<file path="src/rtl/wb_commit_unit.sv">
// Writeback commit stage: selects and extends the result, then updates the GPR file and HI/LO.
// Optional trace outputs are enabled by defining WB_DEBUG_TRACE_EN.
module wb_commit_unit #(
  parameter int unsigned RF_DEPTH = 32,
  parameter int unsigned DATA_W   = 32,
  localparam int unsigned AW      = $clog2(RF_DEPTH)
) (
  input  logic                clk,
  input  logic                rst,
  input  logic [1:0]          WB_WbSel,
  input  logic [DATA_W-1:0]   WB_PCAdd1,
  input  logic [DATA_W-1:0]   WB_ALUOut,
  input  logic [DATA_W-1:0]   WB_OutB,
  input  logic [DATA_W-1:0]   WB_DMOut,
  input  logic [AW-1:0]       WB_Dst,
  input  logic [2:0]          WB_LoadType,
  input  logic [2:0]          WB_RegsWrType,
  input  logic [2*DATA_W-1:0] WB_HiLoData,
  input  logic                WB_ExceptValid,
  input  logic [AW-1:0]       RdAddrA,
  input  logic [AW-1:0]       RdAddrB,
  output logic [DATA_W-1:0]   RdDataA,
  output logic [DATA_W-1:0]   RdDataB,
  output logic [DATA_W-1:0]   HiOut,
  output logic [DATA_W-1:0]   LoOut,
  output logic [DATA_W-1:0]   WB_Result,
  output logic                WB_RFWrEn,
  output logic [AW-1:0]       WB_WrDst
`ifdef WB_DEBUG_TRACE_EN
  ,
  output logic [DATA_W-1:0]   debug_wb_pc,
  output logic [3:0]          debug_wb_rf_wen,
  output logic [AW-1:0]       debug_wb_rf_wnum,
  output logic [DATA_W-1:0]   debug_wb_rf_wdata
`endif
);

  logic [DATA_W-1:0] r_gpr [RF_DEPTH];
  logic [DATA_W-1:0] r_hi;
  logic [DATA_W-1:0] r_lo;

  logic [1:0]        w_off;
  logic [7:0]        w_byte;
  logic [15:0]       w_half;
  logic [DATA_W-1:0] w_load;
  logic              w_rfwe;
  logic              w_hiwe;
  logic              w_lowe;
  logic [DATA_W-1:0] w_hi_wdata;
  logic [DATA_W-1:0] w_lo_wdata;

  assign w_off  = WB_ALUOut[1:0];
  assign w_byte = WB_DMOut[{w_off, 3'b000} +: 8];
  // Halfword alignment is enforced upstream, so only off[1] picks the lane.
  assign w_half = WB_DMOut[{w_off[1], 4'b0000} +: 16];

  always_comb begin
    w_load = WB_DMOut;
    unique case (WB_LoadType[1:0])
      2'b01:   w_load = {{(DATA_W-16){WB_LoadType[2] & w_half[15]}}, w_half};
      2'b10:   w_load = {{(DATA_W-8){WB_LoadType[2] & w_byte[7]}}, w_byte};
      default: w_load = WB_DMOut;
    endcase
  end

  always_comb begin
    WB_Result = WB_ALUOut;
    unique case (WB_WbSel)
      2'b00:   WB_Result = WB_ALUOut;
      2'b01:   WB_Result = w_load;
      2'b10:   WB_Result = WB_PCAdd1;
      default: WB_Result = WB_OutB;
    endcase
  end

  assign w_rfwe = WB_RegsWrType[2] & ~WB_ExceptValid & (WB_Dst != '0);
  assign w_hiwe = WB_RegsWrType[1] & ~WB_ExceptValid;
  assign w_lowe = WB_RegsWrType[0] & ~WB_ExceptValid;

  assign WB_RFWrEn = w_rfwe;
  assign WB_WrDst  = w_rfwe ? WB_Dst : '0;

  // Paired write is MULT/DIV; a lone HI or LO write is MTHI/MTLO from the ALU.
  assign w_hi_wdata = w_lowe ? WB_HiLoData[2*DATA_W-1:DATA_W] : WB_ALUOut;
  assign w_lo_wdata = w_hiwe ? WB_HiLoData[DATA_W-1:0] : WB_ALUOut;

  always_ff @(posedge clk) begin
    if (rst) begin
      for (int unsigned i = 0; i < RF_DEPTH; i++) begin
        r_gpr[i] <= '0;
      end
      r_hi <= '0;
      r_lo <= '0;
    end else begin
      if (w_rfwe) r_gpr[WB_Dst] <= WB_Result;
      if (w_hiwe) r_hi <= w_hi_wdata;
      if (w_lowe) r_lo <= w_lo_wdata;
    end
  end

  always_comb begin
    RdDataA = r_gpr[RdAddrA];
    if (w_rfwe && (RdAddrA == WB_Dst)) RdDataA = WB_Result;
    if (RdAddrA == '0) RdDataA = '0;
    RdDataB = r_gpr[RdAddrB];
    if (w_rfwe && (RdAddrB == WB_Dst)) RdDataB = WB_Result;
    if (RdAddrB == '0) RdDataB = '0;
  end

  assign HiOut = w_hiwe ? w_hi_wdata : r_hi;
  assign LoOut = w_lowe ? w_lo_wdata : r_lo;

`ifdef WB_DEBUG_TRACE_EN
  assign debug_wb_pc       = WB_PCAdd1 - DATA_W'(8);
  assign debug_wb_rf_wen   = {4{w_rfwe}};
  assign debug_wb_rf_wnum  = WB_WrDst;
  assign debug_wb_rf_wdata = WB_Result;
`endif

endmodule

</file>
<file path="config.mk">
export PLATFORM = sky130hd
export DESIGN_NAME = wb_commit_unit
export DESIGN_NICKNAME = d
export VERILOG_FILES = /design/src/rtl/wb_commit_unit.sv
export SDC_FILE = /design/constraint.sdc
export NUM_CORES = 2
export LEC_CHECK = 0
export ABC_CLOCK_PERIOD_IN_PS = 5100
export CAP_MARGIN = 10
export CELL_PAD_IN_SITES_DETAIL_PLACEMENT = 0
export CELL_PAD_IN_SITES_GLOBAL_PLACEMENT = 1
export CORE_MARGIN = 2
export CORE_UTILIZATION = 45
export CTS_BUF_LIST = sky130_fd_sc_hd__clkbuf_4 sky130_fd_sc_hd__clkbuf_8 sky130_fd_sc_hd__clkbuf_16
export DETAILED_ROUTE_END_ITERATION = 16
export PLACE_DENSITY_LB_ADDON = 0.1
export SKIP_LAST_GASP = 1
export SYNTH_ARGS = -nofsm -noshare
export SYNTH_HDL_FRONTEND = slang
export SYNTH_SLANG_ARGS = --single-unit
</file>
<file path="constraint.sdc">
create_clock -name clk -period 5.1 [get_ports clk]
set_clock_uncertainty 0.15 [all_clocks]
set_input_delay 1.02 -clock clk [delete_from_list [all_inputs] [get_ports clk]]
set_output_delay 1.02 -clock clk [all_outputs]
set_load 0.03 [all_outputs]
</file>
==> results.sh <==
export IMPL_netlist_area_leader_share_pct=53.6
export IMPL_antenna_found_initial=8
export IMPL_vias=41600
export IMPL_post_drt_wl_per_cell_um=34.2
export IMPL_die_x_um=361
export IMPL_path_max_fanout=19
export IMPL_period_needed_ns=5.02
export IMPL_crit_buf_inv=4
export IMPL_fin_util_pct=54.7
export IMPL_ys_seq_area_share_pct=55.8
export IMPL_n_fill_cell=10500
export IMPL_synthTopCellsByArea="edfxtp_1, mux4_2, nor2_1"
export IMPL_slowest_delay_ns=0.52
export IMPL_io_pins=384
export IMPL_grt_pass1_vias=41600
export IMPL_clock_latency_ns=0.75
export IMPL_grt_overflow_total=0
export IMPL_gp_congestion=0.921
export IMPL_pre_cts_slack_ns=-0.0497
export IMPL_vias_per_cell=6.47
export IMPL_synthTopCellsByCount="nor2_1, edfxtp_1, mux4_2"
export IMPL_whs_path_depth=3
export IMPL_nets=4895
export IMPL_rr_worst_depth=4
export IMPL_syn2layout_area_growth_pct=20.2
export IMPL_synth_mux_area_share_pct=22.2
export IMPL_cts_buffers=120
export IMPL_synth_warnings=0
export IMPL_synth_compound_area_share_pct=6.56
export IMPL_die_area_um2=130000
export IMPL_leakage_nw=24.5
export IMPL_drive_gt1_share_pct=27.5
export IMPL_relSlewSlack_pct=43.2
export IMPL_fp_coreArea_um2=126000
export IMPL_dp_final_hpwl_um=146000
export IMPL_synthXorXnorAreaFrac_pct=0.153
export IMPL_cts_tree="built"
export IMPL_crit_path_start_kind="input pin"
export IMPL_hold_path_class="reg2reg"
export IMPL_status="complete, no violations"
export IMPL_rsz0062_at_grt="yes"
export IMPL_path_common_cell="buf_4"
export IMPL_vdd_drop_max_v=0.000284
export IMPL_synth_area_um2=57400
export IMPL_crit_required_ns=3.93
export IMPL_cts_max_path_buffers=3
export IMPL_synth_top_family_by_area="multiplexers"
export IMPL_clk_pin_slew_worst_paths_ns=0.06
export IMPL_path_delay_family="buffers and inverters"
export IMPL_finalCritPeriodShare_pct=98.4
export IMPL_ys_seq_elements=1088
export IMPL_crit_type="in2out"
export IMPL_wl_um=220000
export IMPL_postCtsSetupRepairBufs=0
export IMPL_finalHoldViolCount=0
export IMPL_dr_pass1_iters=5
export IMPL_synthAdderAreaFrac_pct=0.0436
export IMPL_netlist_instances=4210
export IMPL_cp_slowest_cell="clkdlybuf4s50_1"
export IMPL_initial_utilization_pct=45.5
export IMPL_cp_end_kind="primary output"
export IMPL_cts_htree_levels=3
export IMPL_synth_edff_count=1024
export IMPL_synth_area_leader_cell="edfxtp_1"
export IMPL_rows=130
export IMPL_setup_violations=0
export IMPL_synth_simple_area_share_pct=10.7
export IMPL_maxCapViolations=0
export IMPL_worst_pin_slew_ns=0.849
export IMPL_syn_area_per_cell_um2=13.6
export IMPL_async_reset_ff_share_pct=0
export IMPL_path_cells="clkdlybuf4s50_1, inv_1, ha_1, buf_4, and2_0, mux4_2, a21oi_4, o21ai_0, o31a_1, buf_4"
export IMPL_dominantRegCellSynth="edfxtp_1"
export IMPL_fin_ws_ns=0.0800
export IMPL_port_buffers=383
export IMPL_grt_use_total_pct=33.6
export IMPL_p_per_area_nw_per_um2=339
export IMPL_cts_root_buf="clkbuf_16"
export IMPL_ys_types=61
export IMPL_reg2reg_slack_ns=4.09
export IMPL_clock_sinks=1088
export IMPL_fmax_ghz=0.199
export IMPL_critPathArrivalTime_ns=3.85
export IMPL_power_total_mw=23.4
export IMPL_min_from="r_lo[7]$_SDFF_PP0_"
export IMPL_hold_buffers=0
export IMPL_route_detailed_drc=0
export IMPL_min_to="r_lo[7]$_SDFF_PP0_"
export IMPL_slew_violations=0
export IMPL_rr_endpoint="r_lo[21]$_SDFF_PP0_"
export IMPL_grt_pass1_wl_um=309000
export IMPL_ant_nets=0
export IMPL_grt_max_degree=128
export IMPL_dieHeight_um=361
export IMPL_drtIter0Drc=5721
export IMPL_timing_rr_start="r_lo[21]$_SDFF_PP0_"
export IMPL_yosysMostFrequentCell="nor2_1"
[per-layer routing]
| layer | track usage (%) | vias to the layer above | share of wire, % |
|---|---|---|---|
| met2 | 52.1 | 2516 | 46 |
| met4 | 13.2 | 0 | 4.4 |
| met5 | 0 | - | 0 |
| li1 | - | 17000 | - |
| met3 | 6.67 | 453 | 10 |
| met1 | 46.7 | 21600 | 39 |
[power breakdown]
part | internal (mW) | switching, mW
clock | 5.05 | 3.75
sequential | 10.2 | 0.218
combinational | 1.71 | 2.41
[state kept, by name, summed over array words and instances (netlist names)]
name and flops:
r_gpr 1024, r_hi 32, r_lo 32
[area by class of cell]
class                   instances  area, um2  area share [%]
clock inverters                83        754            1.09
multi-input cells            2629      23100            33.4
well taps                    1650       2060            2.99
repair buffers                786       7680            11.1
clock buffers                 142       3190            4.62
diodes                          3       7.51          0.0109
flip-flops and latches       1088      32000            46.4
inverters                      50        188           0.272
[repair_timing]
item                       in CTS  in global routing
pin swaps                       0                  0
setup endpoints to repair       1                  9
resized for setup               1                 10
cloned                          0                  0
hold endpoints to repair        0                  0
[worst register-to-register path, delay by kind of cell (launching register included)]
family | cells | cell delay, ns
and+or+nand+nor | 2 | 0.17
buffers and inverters | 1 | 0.17
DFF | 1 | 0.30
AOI/OAI and AO/OA | 1 | 0.08
[cell families after synthesis]
kind of cell    count (synthesis)
simple gates                 1448
flops                        1088
mux                           636
buf+inv                       524
compound gates                501
xor+xnor                       10
fa+ha+maj                       2
other cells                     1
[through the flow]
stage          hold slack (ns)  area (um2)  setup TNS [ns]  cells
3_3_place_gp             0.412       65000         -0.0594   6203
5_1_grt                  0.474       69000         -0.0440   6431
6_report                 0.431       69000               0   6431
4_1_cts                  0.440       68900               0   6428
2_1_floorplan            0.724       57500               0   4241
3_5_place_dp             0.419       65000         -0.0497   6203
[layout by cell type (no fill, tap or decap), types with 22 or more instances in the layout]
master	netlist	layout
dfxtp_1	64	64
nor2_1	1031	1030
clkbuf_16	0	121
buf_4	21	397
a211oi_1	71	68
a221o_1	51	51
nor2b_1	77	77
nand2b_2	0	37
a22o_1	56	51
clkdlybuf4s50_1	0	289
o21ai_0	80	80
a22oi_1	33	33
inv_1	44	44
o22ai_1	114	114
a21oi_1	43	41
conb_1	1	32
mux4_2	506	506
edfxtp_1	1024	1024
clkinv_1	0	35
buf_12	0	82
nand2_1	119	98
and3_1	22	22
mux2i_1	112	112
nor3_1	105	105
[worst max-delay path by stage]
stage / cells past startpoint / slack [ns] / end / start
floorplan: 9 / 0.63 / RdDataA[0] / WB_LoadType[0]
global placement: 9 / -0.05 / WB_Result[5] / WB_LoadType[0]
detailed placement: 9 / -0.05 / WB_Result[5] / WB_LoadType[0]
CTS: 9 / 0.08 / WB_Result[5] / WB_LoadType[0]
global route: 9 / -0.04 / WB_Result[5] / WB_LoadType[0]
finish: 10 / 0.08 / RdDataB[30] / WB_LoadType[0]
(Power assumes the default switching activity.)
